<file path="src/rtl/tanimoto_pkg.sv">
// Shared types and LFSR constants for the tanimoto stimulus generator.
// Galois LFSR step helper used by the word generator.
package tanimoto_pkg;

    typedef enum logic [1:0] {
        ST_IDLE,
        ST_THRESH,
        ST_STREAM,
        ST_DONE
    } state_e;

    localparam logic [31:0] LFSR_TAPS         = 32'h80200003;
    localparam logic [31:0] LFSR_SEED_DEFAULT = 32'h1;

    // Right-shifting Galois form: the bit shifted out selects the tap XOR.
    function automatic logic [31:0] lfsr_step(input logic [31:0] s);
        return s[0] ? ({1'b0, s[31:1]} ^ LFSR_TAPS) : {1'b0, s[31:1]};
    endfunction

endpackage

</file>
<file path="src/rtl/lfsr_word_gen.sv">
// Unrolled LFSR: emits NUM_WORDS consecutive states (word 0 = current state in
// the low 32 bits) plus the state NUM_WORDS steps ahead.
module lfsr_word_gen
    import tanimoto_pkg::*;
#(
    parameter int NUM_WORDS = 4
) (
    input  logic [31:0]             state_in,
    output logic [31:0]             state_out,
    output logic [NUM_WORDS*32-1:0] data
);

    logic [31:0] s;

    always_comb begin
        s    = state_in;
        data = '0;
        for (int i = 0; i < NUM_WORDS; i++) begin
            data[i*32 +: 32] = s;
            s                = lfsr_step(s);
        end
        state_out = s;
    end

endmodule

</file>
<file path="src/rtl/tanimoto_stim_gen.sv">
// Pseudo-random beat source for tanimoto_top with optional threshold ramp load.
// Define TANIMOTO_STIM_THRESH_LOAD_EN to include the THRESH (BRAM load) phase.
module tanimoto_stim_gen
    import tanimoto_pkg::*;
#(
    parameter int BUS_WIDTH      = 128,
    parameter int VECTOR_WIDTH   = 920,
    parameter int CNT_WIDTH      = $clog2(VECTOR_WIDTH),
    parameter int BEAT_CNT_WIDTH = 32,
    parameter int SPARSITY_WIDTH = 4
) (
    input  logic                      clk,
    input  logic                      rstn,
    input  logic                      i_Start,
    input  logic [BEAT_CNT_WIDTH-1:0] i_RefBeats,
    input  logic [BEAT_CNT_WIDTH-1:0] i_CmpBeats,
    input  logic [SPARSITY_WIDTH-1:0] i_Sparsity,
    input  logic [31:0]               i_Seed,
    input  logic                      i_Ready,
    output logic [BUS_WIDTH-1:0]      o_Vector,
    output logic                      o_Valid,
    output logic                      o_Last,
    output logic [CNT_WIDTH-1:0]      o_BRAM_Addr,
    output logic [CNT_WIDTH:0]        o_BRAM_Din,
    output logic                      o_BRAM_WrEn,
    output logic                      o_Busy,
    output logic                      o_Done,
    output logic [BEAT_CNT_WIDTH:0]   o_BeatCnt
);

    localparam int                   TOT_W   = BEAT_CNT_WIDTH + 1;
    localparam logic [TOT_W-1:0]     TOT_ONE = TOT_W'(1);
    localparam logic [TOT_W-1:0]     TOT_TWO = TOT_W'(2);
    localparam logic [SPARSITY_WIDTH-1:0] SP_ONE = SPARSITY_WIDTH'(1);

`ifdef TANIMOTO_STIM_THRESH_LOAD_EN
    localparam state_e               START_TGT = ST_THRESH;
    localparam logic [CNT_WIDTH-1:0] ADDR_LAST = CNT_WIDTH'(VECTOR_WIDTH - 1);
    localparam logic [CNT_WIDTH-1:0] ADDR_ONE  = CNT_WIDTH'(1);
    localparam logic [CNT_WIDTH:0]   DIN_ONE   = (CNT_WIDTH + 1)'(1);
`else
    localparam state_e               START_TGT = ST_STREAM;
`endif

    state_e                    state, state_nxt;
    logic [TOT_W-1:0]          total, ld_total;
    logic [SPARSITY_WIDTH-1:0] spar, gap, ld_spar;
    logic [31:0]               lfsr, seed_eff, gen_in, gen_out;
    logic [BUS_WIDTH-1:0]      gen_data;
    logic                      accept, enter_stream;

    assign accept       = o_Valid && i_Ready;
    assign seed_eff     = (i_Seed == '0) ? LFSR_SEED_DEFAULT : i_Seed;
    // Direct IDLE->STREAM entry must see the start-time inputs before they are latched.
    assign ld_total     = (state == ST_IDLE) ? ({1'b0, i_RefBeats} + {1'b0, i_CmpBeats}) : total;
    assign ld_spar      = (state == ST_IDLE) ? i_Sparsity : spar;
    assign gen_in       = (state == ST_IDLE) ? seed_eff : lfsr;
    assign enter_stream = (state != ST_STREAM) && (state_nxt == ST_STREAM);

    lfsr_word_gen #(.NUM_WORDS(BUS_WIDTH / 32)) u_gen (
        .state_in  (gen_in),
        .state_out (gen_out),
        .data      (gen_data)
    );

    always_ff @(posedge clk) begin
        if (!rstn) state <= ST_IDLE;
        else       state <= state_nxt;
    end

    always_comb begin
        state_nxt = state;
        unique case (state)
            ST_IDLE:   if (i_Start) state_nxt = START_TGT;
`ifdef TANIMOTO_STIM_THRESH_LOAD_EN
            ST_THRESH: if (o_BRAM_Addr == ADDR_LAST) state_nxt = ST_STREAM;
`endif
            ST_STREAM: if (total == '0 || (accept && o_Last)) state_nxt = ST_DONE;
            ST_DONE:   state_nxt = ST_IDLE;
            default:   state_nxt = ST_IDLE;
        endcase
    end

    // lfsr always holds the state for the beat after the one in o_Vector.
    always_ff @(posedge clk) begin
        if (!rstn) begin
            total     <= '0;
            spar      <= '0;
            gap       <= '0;
            lfsr      <= LFSR_SEED_DEFAULT;
            o_Vector  <= '0;
            o_Valid   <= 1'b0;
            o_Last    <= 1'b0;
            o_Busy    <= 1'b0;
            o_Done    <= 1'b0;
            o_BeatCnt <= '0;
        end else begin
            o_Busy <= (state_nxt == ST_THRESH) || (state_nxt == ST_STREAM);
            o_Done <= (state_nxt == ST_DONE);
            if (state == ST_IDLE && i_Start) begin
                total     <= ld_total;
                spar      <= i_Sparsity;
                lfsr      <= seed_eff;
                o_BeatCnt <= '0;
            end
            if (enter_stream) begin
                o_Vector <= gen_data;
                lfsr     <= gen_out;
                gap      <= ld_spar;
                o_Valid  <= (ld_spar == '0) && (ld_total != '0);
                o_Last   <= (ld_spar == '0) && (ld_total == TOT_ONE);
            end else if (state == ST_STREAM) begin
                if (accept) begin
                    o_BeatCnt <= o_BeatCnt + TOT_ONE;
                    o_Vector  <= gen_data;
                    lfsr      <= gen_out;
                    gap       <= spar;
                    o_Valid   <= (spar == '0) && !o_Last;
                    o_Last    <= (spar == '0) && (o_BeatCnt + TOT_TWO == total);
                end else if (!o_Valid && total != '0) begin
                    if (gap != '0) gap <= gap - SP_ONE;
                    o_Valid <= (gap <= SP_ONE);
                    o_Last  <= (gap <= SP_ONE) && (o_BeatCnt + TOT_ONE == total);
                end
            end else begin
                o_Valid <= 1'b0;
                o_Last  <= 1'b0;
            end
        end
    end

`ifdef TANIMOTO_STIM_THRESH_LOAD_EN
    // Ramp table: address k receives k+1.
    always_ff @(posedge clk) begin
        if (!rstn || state_nxt != ST_THRESH) begin
            o_BRAM_Addr <= '0;
            o_BRAM_Din  <= '0;
            o_BRAM_WrEn <= 1'b0;
        end else begin
            o_BRAM_WrEn <= 1'b1;
            if (state == ST_THRESH) begin
                o_BRAM_Addr <= o_BRAM_Addr + ADDR_ONE;
                o_BRAM_Din  <= o_BRAM_Din + DIN_ONE;
            end else begin
                o_BRAM_Addr <= '0;
                o_BRAM_Din  <= DIN_ONE;
            end
        end
    end
`else
    assign o_BRAM_Addr = '0;
    assign o_BRAM_Din  = '0;
    assign o_BRAM_WrEn = 1'b0;
`endif

endmodule
</file>
<file path="config.mk">
export PLATFORM = sky130hd
export DESIGN_NAME = tanimoto_stim_gen
export DESIGN_NICKNAME = d
export VERILOG_FILES = /design/src/rtl/tanimoto_pkg.sv /design/src/rtl/lfsr_word_gen.sv /design/src/rtl/tanimoto_stim_gen.sv
export SDC_FILE = /design/constraint.sdc
export NUM_CORES = 1
export LEC_CHECK = 0
export BUFFER_PORTS_ARGS = -buffer_cell sky130_fd_sc_hd__buf_2
export CORE_MARGIN = 4
export CORE_UTILIZATION = 40
export DETAILED_ROUTE_END_ITERATION = 16
export GPL_TIMING_DRIVEN = 0
export PLACE_DENSITY = 0.65
export RECOVER_POWER = 25
export SLEW_MARGIN = 5
export SYNTH_ARGS = -nofsm -noshare
export SYNTH_HDL_FRONTEND = slang
export SYNTH_SLANG_ARGS = --single-unit
</file>
<file path="constraint.sdc">
create_clock -name clk -period 2.8 [get_ports clk]
set_input_delay 0.14 -clock clk [delete_from_list [all_inputs] [get_ports clk]]
set_output_delay 0.14 -clock clk [all_outputs]
set_load 0.05 [all_outputs]
</file>
# ---- Word-level counts from Yosys, hierarchy flattened
# Cells that the tools add are included.
dict set report word_totals {
  ff_bits 240
  output_inout_bits 187
  word_cells 92
}
dict set report op_classes {
  n_addsub 4
  order_cmp 1
  n_eq_ne 9
  muxes 35
  bitwise_logic 4
  n_reduce_logical 28
}
# operator count
set ops {}
lappend ops {{$mux 128} 3}
lappend ops {{$mux 32} 10}
lappend ops {{$mux 33} 5}
lappend ops {{$eq 33x33->1} 2}
lappend ops {{$reduce_bool 33->1} 2}
lappend ops {{$add 32x32->33} 1}
lappend ops {{$add 33x1->33 const B} 1}
lappend ops {{$add 33x2->33 const B} 1}
lappend ops {{$eq 33x1->1 const B} 1}
lappend ops {{$logic_not 33->1} 1}
lappend ops {{$logic_not 32->1} 1}
lappend ops {{$mux 4} 6}
lappend ops {{$not 3->4} 4}
lappend ops {{$logic_and 1x1->1} 10}
lappend ops {{$logic_not 4->1} 2}
lappend ops {{$mux 1} 8}
lappend ops {{$eq 2x2->1 const B} 3}
lappend ops {{$reduce_bool 3->1} 2}
lappend ops {{$le 4x1->1 const B} 1}
lappend ops {{$mux 2} 2}
lappend ops {{$ne 4x3->1 const B} 1}
lappend ops {{$pmux 2 s2} 1}
lappend ops {{$reduce_bool 2->1} 2}
lappend ops {{$reduce_bool 4->1} 1}
lappend ops {{8 further kinds} 10}

# ---- Depth between registers and ports, before layout
# Gate-level depths: netlist of run 1.
dict set report logic_depth {
  depth_word 14
  ltp_mapped 16
  mapped_depth_nobuf 14
}

# ---- Modules after synthesis
# From an unflattened synthesis of run 1, not the netlist that was laid out.
dict set report unflattened {
  cells_unflattened 2082
  hier_area_um2 15264.6
}
# module instances cells_per_inst area_per_inst_um2
set modules_own_cells {}
lappend modules_own_cells {tanimoto_stim_gen 1 1917 14009.7}
lappend modules_own_cells {lfsr_word_gen 1 165 1255.0}

# ---- Worst setup path after synthesis of run 1
# No wires, ideal clock.
dict set report synth_timing {
  kind {reg-to-reg}
  from {register o_BeatCnt[1]}
  to {register o_Last}
  arrival_ns 3.375
  setup_slack_ns -0.634
  path_stages_with_launch 13
  period_less_slack_ns 3.434
  path_cell_list {dfxtp_1 ha_1 nand2_1 or4_4 buf_6 nor4_4 xnor2_1 a2111oi_2 o2111ai_1 a2111oi_2 nand4_1 a2bb2oi_1 a22o_1}
}
dict set report synth_between {
  elab_chain_cells 7
  word_cells_on_any_way 10
  classes_between {add/sub: 2; eq/ne: 2; mux: 4; reduce/logical: 2}
}
# element line
set synth_lines {}
lappend synth_lines {{start, declared} tanimoto_stim_gen.sv:28} ;# output logic [BEAT_CNT_WIDTH:0] o_BeatCnt
lappend synth_lines {{start signal, assigned} tanimoto_stim_gen.sv:114} ;# o_BeatCnt <= o_BeatCnt + TOT_ONE;
lappend synth_lines {{$add 33x1->33} tanimoto_stim_gen.sv:123} ;# o_Last <= (gap <= SP_ONE) && (o_BeatCnt + TOT_ONE == total);
lappend synth_lines {{$eq 33x33->1} tanimoto_stim_gen.sv:123}
lappend synth_lines {{$logic_and 1x1->1} tanimoto_stim_gen.sv:123}
lappend synth_lines {{$mux 1} tanimoto_stim_gen.sv:120} ;# end else if (!o_Valid && total != '0) begin
lappend synth_lines {{$mux 1 (*)} tanimoto_stim_gen.sv:113} ;# if (accept) begin
lappend synth_lines {{$mux 1 (*)} tanimoto_stim_gen.sv:112} ;# end else if (state == ST_STREAM) begin
lappend synth_lines {{$mux 1 (*)} tanimoto_stim_gen.sv:106} ;# if (enter_stream) begin
lappend synth_lines {{end signal, assigned} tanimoto_stim_gen.sv:111} ;# o_Last <= (ld_spar == '0) && (ld_total == TOT_ONE);
lappend synth_lines {{end signal, assigned} tanimoto_stim_gen.sv:119} ;# o_Last <= (spar == '0) && (o_BeatCnt + TOT_TWO == total);
lappend synth_lines {{end signal, assigned} tanimoto_stim_gen.sv:123}
lappend synth_lines {{end, declared} tanimoto_stim_gen.sv:22} ;# output logic o_Last,
# Every way passes the cells marked *; elsewhere a longest branch is shown, timed or not. The select of a mux whose other input is x is not followed.
# A chain may end at the register's enable or synchronous reset.

# ---- Worst setup path in the final report of run 1
dict set report layout_timing {
  from {register o_BeatCnt[10]}
  to {register o_Last}
}
# The elaborated chain is that of the path after synthesis.

==> results.md, run 1 <==
* Hold slack at around 0.0046 ns
* Top FF cell, synth: dfxtp_1
* CTS tree: yes
* Tot Pwr at between 0.008 and 0.009 W
* Mean Syn Cell Area at roughly 7 um2
* Crit path time final at approximately 3 ns
* CP arrival at 3.43 ns
* Number of vias per cell at ~5.5
* Failing checks: negative setup slack
* Worst Setup EP: o_Last
* Die width at approximately 180 um
* Worst r2r src: o_BeatCnt[10]
* Worst setup EP type: flip-flop
* Crit path kind: reg2reg
* Post-Syn Instances at between 1,500 and 2,000
* CP required at between 3 and 4 ns
* FF/Latch Area at ~3100 um2
* Worst-path clk slew at around 0.07 ns
* Starting Density at between 40% and 50%
* Fill cells at 2,781
* CP max FO at 8
* CP Launch Point: o_BeatCnt[10]
* Final Hold Viols at 0
* Slew HR at between 30% and 40%
* Worst hold stages at 3
* 1st-iter DRT viols at ~1,100
* Vias in the first global route at roughly 12,000
* Fmax at between 300 and 400 MHz
* Top Ports at just under 300
* Core ar. at approximately 28,000 um2
* Die area at between 30,000 and 40,000 um2
* RSZ-0062 raised after global routing: true
* Initial antenna violation count at 1
* Vias at approximately 13,000
* Pwr dens at 559.8 nW/um2
* Final net count at 2,114
* Synth cell count leaders: nand2_1 (281), nor2_1 (189), dfxtp_1 (153)
* Maximum vdd drop at 0.4791 mV
* Maxcap violations at 0
* Fin cells at roughly 2,400
* Post-synth EDFFs at 0
* Top cells by area, synth: dfxtp_1 (27%), nand2_1 (9.2%), buf_4 (7.3%)
* Flops & latches, synth at approximately 150
* CTS Root Cell: clkbuf_16
* Global-route wire length before repair at 67,790 um
* Footprint of the multi-input gates at just under 8000 um2
* Distinct cells, synth at 76
* Inst Count DP at approximately 2,300
* Worst Hold Class: in2reg
* Total congestion overflow at 0
* Worst Reg-to-Reg Cells at 11
* Setup-failing EPs final at 2
* Die height at between 150 and 200 um
* Gpl congestion at about 0.99
* CP Launch Type: flip-flop
* Top-area cell type share of the netlist area at between 20% and 30%
* Clk buf depth at 2
* Outcome: finished, violations left
* Max H-tree Level at 4
* GRT Total Usage at a little over a quarter
* WL final at 44,590 um
* Yosys warns at 0
* Pins Over Slew Limit at 0
* DRC violations left at 0
* Worst Slack Setup Final at -0.2454 ns
* Clk_lat worst skew at 0.44 ns
* Pin count of the biggest net entering global routing at 17
* CTS Buf Count at 17
* Least-Margin Pin Slew at 0.9244 ns
* Finished Cell Area at between 15,000 and 20,000 um2
* Post-Syn Area at roughly 11,000 um2
* Share of flip-flops with an asynchronous set or reset at 0%
* Seq/Total Area, Yosys at a little over a quarter
* Dpl cell area at 13,540 um2
* Most common cell in the netlist: nand2_1
* Post-Route Skew at around 0.017 ns
* Post-DP HPWL at around 34,000 um
* Leak pwr at around 6.6 nW
* FF-to-FF setup slack at -0.25 ns
* DRT Pass-1 Iters at 5
* Mean routed wirelength per cell at 18.88 um
* PortBufs at approximately 270
* Share of post-route cells with drive strength above 1 at 29.35%
* Worst r2r dst: o_Last
* Area Overhead vs Synth at 32.31%
* Cell taking the most area after synthesis: dfxtp_1
* DRT antenna net count at 0
* Clk sinks at between 150 and 200
* Part of the cycle the worst path needs at 108.8%
* Num rows at 61
[layout make-up]
type | instances | area share, %
Antenna cell | 1 | 0.01646
Buffer | 184 | 7.718
Clock buffer | 19 | 3.053
Clock inverter | 13 | 1.144
Inverter | 15 | 0.3703
Multi-Input combinational cell | 1254 | 50.93
Sequential cell | 153 | 20.64
Tap cell | 378 | 3.110
Timing Repair Buffer | 345 | 13.03
[per-layer routing]
layer | global-route usage [%] | wire [um] | vias up
li1 | - | - | 6247
met1 | 38.03 | 19420 | 6053
met2 | 42.85 | 20260 | 650
met3 | 3.707 | 3617 | 84
met4 | 8.701 | 1293 | 0
met5 | 0 | 0 | -
[placed cells by master, fill, tap and decap left out, drive strengths merged, types with 6 or more instances in the layout]
| cell | instances |
|---|---|
| xnor2 | 64 |
| dfxtp | 153 |
| nor3b | 7 |
| ha | 39 |
| xor2 | 41 |
| a21oi | 130 |
| a31oi | 36 |
| o21ai | 58 |
| o2111ai | 8 |
| conb | 22 |
| or2 | 9 |
| or4 | 7 |
| nand2 | 281 |
| nor2b | 6 |
| mux2i | 20 |
| and2 | 11 |
| buf | 423 |
| inv | 21 |
| or3 | 17 |
| dlygate4sd3 | 22 |
| nand2b | 8 |
| nor2 | 189 |
| nand3 | 55 |
| a211oi | 27 |
| nand4 | 31 |
| o21a | 17 |
| nor4 | 27 |
| o211ai | 9 |
| o31ai | 7 |
| nor3 | 36 |
| o22ai | 6 |
| clkbuf | 102 |
| a311oi | 11 |
[kinds of logic after synthesis]
logic type	synth area share (%)
AOI/OAI and AO/OA	19.50
xor gates and xnor gates	8.068
adders and majority gates	4.420
buffers and inverters	10.92
DFF	26.65
muxes	2.232
other	0.03263
and+or+nand+nor	28.18
[worst max-delay path, stage by stage (launching register included)]
cell and delay, ns:
dfxtp_4 0.41, nand4_1 0.15, buf_6 0.17, nor2_4 0.10, nand4_1 0.25, or4_4 0.62
xnor2_2 0.16, nand4_1 0.24, a2111oi_4 0.40, nand4_1 0.16, a2bb2oi_2 0.18, a22o_1 0.15
[report_power, final]
group / internal (W) / switching (W)
combinational: 0.00113 / 0.00226
sequential: 0.00237 / 0.000226
clock: 0.00144 / 0.00110
total: 0.00493 / 0.00358
[sequential cells by signal, indices dropped and copies added, names as in the netlist, 2 cells and up]
name	flops
gap	4
state	2
o_BeatCnt	33
lfsr	32
total	33
spar	4
o_Vector	41
[timing repair]
| action | 4_1_cts | 5_1_grt |
|---|---|---|
| pin swaps | 34 | 33 |
| endpoints found under the hold margin | 22 | 0 |
| setup endpoints to repair | 89 | 84 |
| hold buffers | 22 | 0 |
| buffers inserted | 40 | 16 |
| gates resized for setup | 61 | 74 |
[worst min-delay path by stage]
| stage | startpoint | end | slack, ns |
|---|---|---|---|
| 6_report | i_Start | state[1] | 0.005 |
| 5_1_grt | i_Seed[27] | lfsr[27] | 0.02 |
| 4_1_cts | i_Start | state[1] | 0.002 |
| 3_5_place_dp | i_Seed[14] | lfsr[14] | 0.43 |
| 3_3_place_gp | i_Seed[17] | lfsr[17] | 0.43 |
| 2_1_floorplan | i_Sparsity[1] | spar[1] | 0.28 |
[per-stage QoR]
step	utilization [%]	setup TNS, ns	worst slack [ns]
detailed placement	48.20	-44.69	-0.7935
CTS	52.94	-0.3106	-0.2206
finish	54.14	-0.2707	-0.2454
global route	54.14	-0.5223	-0.3498
global placement	48.20	-44.88	-0.7544
floorplan	-	0	0.004883
Note: power is estimated with default switching activity, not from simulation.
==> run 2, diff against run 1 <==
--- a/config.mk
+++ b/config.mk
@@ -6,11 +6,14 @@
 export NUM_CORES = 1
 export LEC_CHECK = 0
 export BUFFER_PORTS_ARGS = -buffer_cell sky130_fd_sc_hd__buf_2
+export CELL_PAD_IN_SITES_DETAIL_PLACEMENT = 0
+export CELL_PAD_IN_SITES_GLOBAL_PLACEMENT = 1
 export CORE_MARGIN = 4
-export CORE_UTILIZATION = 40
+export CORE_UTILIZATION = 35
+export CTS_BUF_LIST = sky130_fd_sc_hd__clkbuf_4 sky130_fd_sc_hd__clkbuf_8 sky130_fd_sc_hd__clkbuf_16
 export DETAILED_ROUTE_END_ITERATION = 16
 export GPL_TIMING_DRIVEN = 0
-export PLACE_DENSITY = 0.65
+export PLACE_DENSITY_LB_ADDON = 0.1
 export RECOVER_POWER = 25
 export SLEW_MARGIN = 5
 export SYNTH_ARGS = -nofsm -noshare
==> run 2 against run 1 <==
  * The flow still finishes with violations (negative setup slack)
  * Sequential power hardly changed
  * Critical path depth stayed put
  * Routed wire length is 3.5% higher
  * Largest cell class unchanged
  * Largest power group unchanged
==> results.md, run 2 (synthesized netlist as in run 1, its figures left out) <==
* Vias in the first global route at 12,278 (+2.0%)
* Commonest non-fill, non-tap cells in the layout: nand2_1 (276), buf_2 (192), nor2_1 (185), buf_4 (154), clkbuf_1 (131)
* Leading registers by flop count: o_Vector x41, o_BeatCnt x33, total x33
* Least-Margin Pin Slew at 1.063 ns (+0.1385 ns)
* WL final at 46,160 um (+3.5%)
* Die area at 35,800 um2 (+14%)
* Max H-tree Level at 4 (unchanged)
* Most flops, register: o_Vector
* Mean routed wirelength per cell at 19.02 um (+0.75%)
* Fill cells at 3,439 (+24%)
* Vias at 12,818 (-1.7%)
* Pins Over Slew Limit at 0 (unchanged)
* CP max FO at 10 (+2)
* Outcome: finished, violations left
* Leak pwr at 6.373 nW (-3.4%)
* GRT Total Usage at 24.77% (-2.3 points)
* Worst-path clk slew at 0.07 ns (about the same)
* Pin count of the biggest net entering global routing at 17 (unchanged)
* Die width at 189.2 um (+6.6%)
* Initial antenna violation count at 0 (-1)
* Core ar. at 32,450 um2 (+16%)
* RSZ-0062 raised after global routing: true
* Worst Slack Setup Final at -0.2628 ns (-0.01743 ns)
* Post-Route Skew at 0.01126 ns (-0.005915 ns)
* DRT antenna net count at 0 (unchanged)
* CP Launch Type: flip-flop
* Gpl congestion at 0.9539 (-3.6%)
* DRC violations left at 0 (unchanged)
* Num rows at 66 (+8.2%)
* Pwr dens at 557.1 nW/um2 (-0.49%)
* Fmax at 326.5 MHz (-0.57%)
* Worst Hold Class: in2reg
* PortBufs at 267 (unchanged)
* Final net count at 2,116 (+0.095%)
* Die height at 189.2 um (+6.6%)
* Failing checks: negative setup slack
* Number of vias per cell at 5.281 (-4.3%)
* Clk sinks at 153 (unchanged)
* CTS tree: yes
* Maxcap violations at 0 (unchanged)
* Finished Cell Area at 15,200 um2 (about the same)
* Area Overhead vs Synth at 32.26% (about the same)
* Starting Density at 35.41% (-5.5 points)
* Post-DP HPWL at 35,400 um (+4.0%)
* Diode count at 0 (-1)
* Clk_lat worst skew at 0.45 ns (about the same)
* Total congestion overflow at 0 (unchanged)
* Tot Pwr at 0.008467 W (-0.53%)
* Maximum vdd drop at 0.4161 mV (-13%)
* CP required at 3.19 ns (about the same)
* Dpl cell area at 13,620 um2 (+0.59%)
* 1st-iter DRT viols at 990 (-5.8%)
* CP arrival at 3.45 ns (+0.02 ns)
* Setup-failing EPs final at 2 (unchanged)
* Part of the cycle the worst path needs at 109.4% (+0.62 points)
* Global-route wire length before repair at 70,420 um (+3.9%)
* Clk buf depth at 2 (unchanged)
* Final Hold Viols at 0 (unchanged)
* CTS Buf Count at 17 (unchanged)
* Share of post-route cells with drive strength above 1 at 25.79% (-3.6 points)
* Worst setup EP type: flip-flop
* CTS Root Cell: clkbuf_16
* Crit path time final at 3.063 ns (+0.01743 ns)
* Top Ports at 291 (unchanged)
* Slew HR at 28.88% (-9.3 points)
* Crit path kind: reg2reg
* Commonest non-fill, non-tap cell in the layout: nand2_1
* Max FFs per register at 41 (unchanged)
* DRT Pass-1 Iters at 5 (unchanged)
==> run 2: cell types whose count changed in the layout (fill, tap and decap cells not counted), moves of 3 or more <==
cell and change:
a21oi_1 +3, ha_1 +6, buf_2 -54, ha_2 -5, clkbuf_1 +59, buf_4 -11, a21oi_2 -3, o21ai_0 +3
buf_6 +3, dlygate4sd3_1 +8
==> run 2: power breakdown <==
group          total [W]  switching [W]  internal, W
Clock            0.00251        0.00108      0.00143
Combinational    0.00336        0.00226      0.00110
Sequential       0.00260       0.000231      0.00237
Total            0.00847        0.00357      0.00490
==> run 2: final timing paths <==
kind / startpoint / to / slack (ns) / cells past startpoint
worst max register to register: o_BeatCnt[0] / o_Last / -0.26 / 11
worst min-delay path: i_Seed[30] / lfsr[30] / 0.02 / 3
worst min register to register: o_Vector[65] / o_Vector[65] / 0.46 / 2
worst max-delay path: o_BeatCnt[0] / o_Last / -0.26 / 11
==> run 2: worst max-delay path: stages, from the launching register on <==
cell,delay (ns)
dfxtp_4,0.36
buf_4,0.15
clkbuf_1,0.54
a311oi_1,0.21
a21oi_1,0.17
a22oi_1,0.11
a211oi_1,0.32
nand4_1,0.23
a2111oi_2,0.38
nand4_1,0.20
a2bb2oi_2,0.19
a22o_1,0.15
==> run 2: layout make-up <==
cell class                 count  area (um2)  share of cell area [%]
buffer                       187        1182                   7.779
timing repair buffer         344        1918                   12.62
sequential                   153        3141                   20.66
tap                          442       553.0                   3.638
clock buffer                  20       471.7                   3.103
multi-input combinational   1254        7726                   50.83
inverter                      15       56.30                  0.3704
clock inverter                12       151.4                  0.9960
==> run 2: routing by layer <==
layer | track usage, % | vias up | wire [um]
met5 | 0 | - | 0
met4 | 5.633 | 0 | 789
met3 | 3.669 | 55 | 2893
met2 | 39.25 | 472 | 20500
met1 | 35.71 | 6023 | 21980
li1 | - | 6268 | -
==> run 2: timing repair <==
item                                    CTS  global route
buffers inserted                         37             9
pin swaps                                29            30
gates cloned                              1             0
resized for setup                        61            53
endpoints found under the setup margin   89            84
endpoints found under the hold margin    30             0
hold buffers                             30             0
==> run 2: metrics by stage <==
stage               std cells  TNS, ns  hold WS [ns]  setup slack, ns  util (%)
floorplan                1626        0        0.2760         0.004883         -
global placement         2335   -54.46        0.4122          -0.8966     41.96
detailed placement       2335   -53.41        0.4138          -0.8667     41.96
CTS                      2422  -0.4183      0.002642          -0.2130     46.18
global route             2427  -0.7177       0.03704          -0.3387     46.83
finish                   2427  -0.4191       0.02213          -0.2628     46.83
==> run 3, diff against run 2 <==
--- a/config.mk
+++ b/config.mk
@@ -8,8 +8,9 @@
 export BUFFER_PORTS_ARGS = -buffer_cell sky130_fd_sc_hd__buf_2
 export CELL_PAD_IN_SITES_DETAIL_PLACEMENT = 0
 export CELL_PAD_IN_SITES_GLOBAL_PLACEMENT = 1
+export CORE_ASPECT_RATIO = 1.1
 export CORE_MARGIN = 4
-export CORE_UTILIZATION = 35
+export CORE_UTILIZATION = 37
 export CTS_BUF_LIST = sky130_fd_sc_hd__clkbuf_4 sky130_fd_sc_hd__clkbuf_8 sky130_fd_sc_hd__clkbuf_16
 export DETAILED_ROUTE_END_ITERATION = 16
 export GPL_TIMING_DRIVEN = 0
@@ -18,4 +19,5 @@
 export SLEW_MARGIN = 5
 export SYNTH_ARGS = -nofsm -noshare
 export SYNTH_HDL_FRONTEND = slang
+export SYNTH_HIERARCHICAL = 1
 export SYNTH_SLANG_ARGS = --single-unit
==> run 3 against run 2 <==
  * The flow still finishes with violations (negative setup slack)
  * Sequential power increased by 53%
  * Utilization grew 4.6 points
  * Synthesized cell count rose by 30%
  * Worst setup slack improved by 0.098 ns
  * Sequential cell count rose by 87
  * Via count grew 24%
  * Combinational power is 21% higher
  * Critical path type unchanged
  * Critical endpoint is now o_Vector[125]
  * Largest cell class unchanged
==> results.md, run 3 <==
* Outcome: finished, violations left
* Failing checks: negative setup slack
* Setup-failing EPs final at 138 (+136)
* Clk sinks at 240 (+57%)
* CP required at 3.28 ns (+0.09 ns)
* CP max-delay cell: dfxtp_2
* Num rows at 77 (+17%)
* Commonest non-fill, non-tap cell in the layout: nand2_1
* Worst Hold Class: in2reg
* Distinct cells, synth at 79 (+3.9%)
* Pin count of the biggest net entering global routing at 16 (-1)
* Yosys warns at 6 (+6)
* Seq/Total Area, Yosys at 31.48% (+4.8 points)
* Post-Syn Area at 15,260 um2 (+33%)
* CP max FO at 10 (unchanged)
* Die height at 221.0 um (+17%)
* Crit path kind: reg2reg
* Part of the cycle the worst path needs at 105.9% (-3.5 points)
* Pins Over Slew Limit at 0 (unchanged)
* Number of vias per cell at 5.234 (-0.91%)
* Post-synth EDFFs at 0 (unchanged)
* Share of flip-flops with an asynchronous set or reset at 0% (unchanged)
* Clk buf depth at 3 (+1)
* Starting Density at 37.72% (+2.3 points)
* Top FF cell, synth: dfxtp_1
* Final net count at 2,632 (+24%)
* Most common cell in the netlist: nand2_1
* Crit path time final at 2.965 ns (-0.09832 ns)
* Total congestion overflow at 0 (unchanged)
* Flops & latches, synth at 240 (+57%)
* Tot Pwr at 0.01203 W (+42%)
* Post-DP HPWL at 45,090 um (+27%)
* Pre-CTS WS at -1.400 ns (-0.5330 ns)
* Least-Margin Pin Slew at 0.9928 ns (-0.07007 ns)
* Post-Route Skew at 0.02787 ns (+0.01662 ns)
* Hold slack at 0.004794 ns (-0.01734 ns)
* Worst Slack Setup Final at -0.1645 ns (+0.09832 ns)
* 1st-iter DRT viols at 911 (-8.0%)
* Fmax at 337.3 MHz (+3.3%)
* Max FFs per register at 128 (+210%)
* Gpl congestion at 0.9241 (-3.1%)
* Top cells by area, synth: dfxtp_1 (31%), nand2_1 (14%), buf_4 (8.4%)
* Top-area cell type share of the netlist area at 31.48% (+4.8 points)
* DRT Pass-1 Iters at 5 (unchanged)
* Core ar. at 40,460 um2 (+25%)
* CP arrival at 3.44 ns (about the same)
* Commonest non-fill, non-tap cells in the layout: nand2_1 (514), buf_4 (222), buf_2 (214), dfxtp_1 (211)
* Mean Syn Cell Area at 7.332 um2 (+2.4%)
* Area Overhead vs Synth at 36.39%
* Clock power frac at 33.1% (+3.5 points)
* Leak pwr at 9.294 nW (+46%)
* Sum of buffers and inverters on the critical path at 5 (+3)
* Die width at 201.7 um (+6.6%)
* Leading registers by flop count: o_Vector x128, o_BeatCnt x33, total x33
* CP Launch Type: flip-flop
* Share of post-route cells with drive strength above 1 at 31.01% (+5.2 points)
* CP top delay family: simple AND/OR/NAND/NOR gates
* Final Hold Viols at 0 (unchanged)
* Crit path cell chain: nor4_4 > nand3_2 > nor4_4 > and4_4 > a31oi_1 > nor2_1 > buf_4 > inv_4 > ha_4 > and2_4 > nor2_4 > buf_12 > clkbuf_16 > clkbuf_16 > nand2_1 > a21oi_2
* CP max stage delay at 0.38 ns (-0.16 ns)
* Pwr dens at 578.0 nW/um2 (+3.8%)
* Cell taking the most area after synthesis: dfxtp_1
* Combinational power share at 33.9% (-5.8 points)
* CTS tree: yes
* Maxcap violations at 0 (unchanged)
* Vias in the first global route at 15,212 (+24%)
* Initial antenna violation count at 4 (+4)
* GRT Total Usage at 25.22% (+0.45 points)
* Int Power at 0.007707 W (+57%)
* Net Sw Power at 0.004326 W (+21%)
* Vias at 15,842 (+24%)
* Maximum vdd drop at 0.4558 mV (+9.5%)
* Flop pwr share at 33.0% (+2.3 points)
* Worst setup EP type: flip-flop
* Setup tns final at -10.17 ns (-9.756 ns)
* Most flops, register: o_Vector
* WL final at 60,400 um (+31%)
* Slew HR at 33.81% (+4.9 points)
* Post-Syn Instances at 2,082 (+30%)
* CTS Root Cell: clkbuf_16
* Inst Count DP at 2,883 (+23%)
* CTS Buf Count at 28 (+11)
* Synth cell count leaders: nand2_1 (558), dfxtp_1 (240), buf_4 (170)
* Die area at 44,570 um2 (+25%)
* Switching Fraction at 35.95% (-6.2 points)
* Top Ports at 291 (unchanged)
* Max H-tree Level at 1 (-3)
* Clk_lat worst skew at 0.58 ns (+0.13 ns)
* Global-route wire length before repair at 90,210 um (+28%)
* DRC violations left at 0 (unchanged)
* DRT antenna net count at 0 (unchanged)
* Fin cells at 3,027 (+25%)
* Mean routed wirelength per cell at 19.95 um (+4.9%)
* RSZ-0062 raised after global routing: true
* PortBufs at 267 (unchanged)
* Worst-path clk slew at 0.06 ns (about the same)
-- run 3: cell count changes in the layout (fill, tap and decap cells not counted), sizes merged, moves of 14 or more --
cell and change:
nand2 +277, a21oi +14, buf +110, nor2 -76, clkbuf +26, mux2i -14
a21boi +100, dfxtp +87, o211a +28, nand3 +14, a31oi -27
-- run 3: path summary, 6_finish.rpt --
| check | from | endpoint | slack, ns | cells past startpoint |
|---|---|---|---|---|
| max | total[16] | o_Vector[125] | -0.16 | 16 |
| min | i_CmpBeats[0] | total[0] | 0.005 | 4 |
| max reg2reg | total[16] | o_Vector[125] | -0.16 | 16 |
| min reg2reg | o_Vector[37] | o_Vector[37] | 0.45 | 2 |
-- run 3: per-layer routing --
layer	global-route usage [%]	routed length (um)
met5	0	0
met4	6.462	1563
met3	4.319	3641
met2	38.60	26380
met1	36.87	28810
-- run 3: kinds of logic (layout without fill, tap and decap cells) --
| kind of cell | Yosys count | count (layout) | share of synthesized area, % |
|---|---|---|---|
| AO/OA/AOI/OAI | 447 | 447 | 19.89 |
| XOR/XNOR | 110 | 110 | 6.402 |
| adder cells (fa/ha/maj) | 40 | 40 | 3.328 |
| buffers and inverters | 318 | 724 | 12.15 |
| flip-flops | 240 | 240 | 31.48 |
| multiplexers | 6 | 6 | 0.3935 |
| other | 1 | 27 | 0.02457 |
| AND/OR/NAND/NOR | 920 | 920 | 26.34 |
-- run 3: worst register-to-register path, cell delays in order (launching register included) --
cell and delay, ns:
dfxtp_2 0.38, nor4_4 0.29, nand3_2 0.14, nor4_4 0.25, and4_4 0.29, a31oi_1 0.05, nor2_1 0.15, buf_4 0.14
inv_4 0.04, ha_4 0.16, and2_4 0.15, nor2_4 0.14, buf_12 0.14, clkbuf_16 0.19, clkbuf_16 0.16, nand2_1 0.08
a21oi_2 0.13
-- run 3: area by class of cell --
| type | count | area (um2) |
|---|---|---|
| plain buffers | 281 | 2107 |
| fillers | 4015 | 19650 |
| multi-input cells | 1545 | 9729 |
| well taps | 513 | 641.9 |
| clock inverters | 15 | 205.2 |
| clock buffers | 36 | 804.5 |
| repair buffers | 375 | 2391 |
| inverters | 17 | 66.31 |
| diodes | 5 | 12.51 |
| flip-flops and latches | 240 | 4861 |
-- run 3: what timing repair did --
item                                    4_1_cts  5_1_grt
endpoints found under the hold margin        39        0
hold buffers                                 35        0
pin swaps                                    11       81
cloned                                        3       12
gates resized for setup                     163      311
setup buffers                                30       30
endpoints found under the setup margin      184      172
-- run 3: metrics by stage --
step / util, % / area [um2]
floorplan: - / 15500
global placement: 43.20 / 17480
detailed placement: 43.21 / 17490
CTS: 48.59 / 19660
global route: 51.44 / 20810
finish: 51.45 / 20820
-- run 3: power by group through the flow --
| stage | sequential (W) | clock [W] | combinational [W] |
|---|---|---|---|
| 3_3_place_gp | 0.00400 | 0 | 0.00347 |
| 2_1_floorplan | 0.00453 | 0 | 0.00198 |
| 3_5_place_dp | 0.00401 | 0 | 0.00349 |
| 6_report | 0.00397 | 0.00399 | 0.00408 |
| 5_1_grt | 0.00400 | 0.00422 | 0.00439 |
| 4_1_cts | 0.00394 | 0.00405 | 0.00377 |
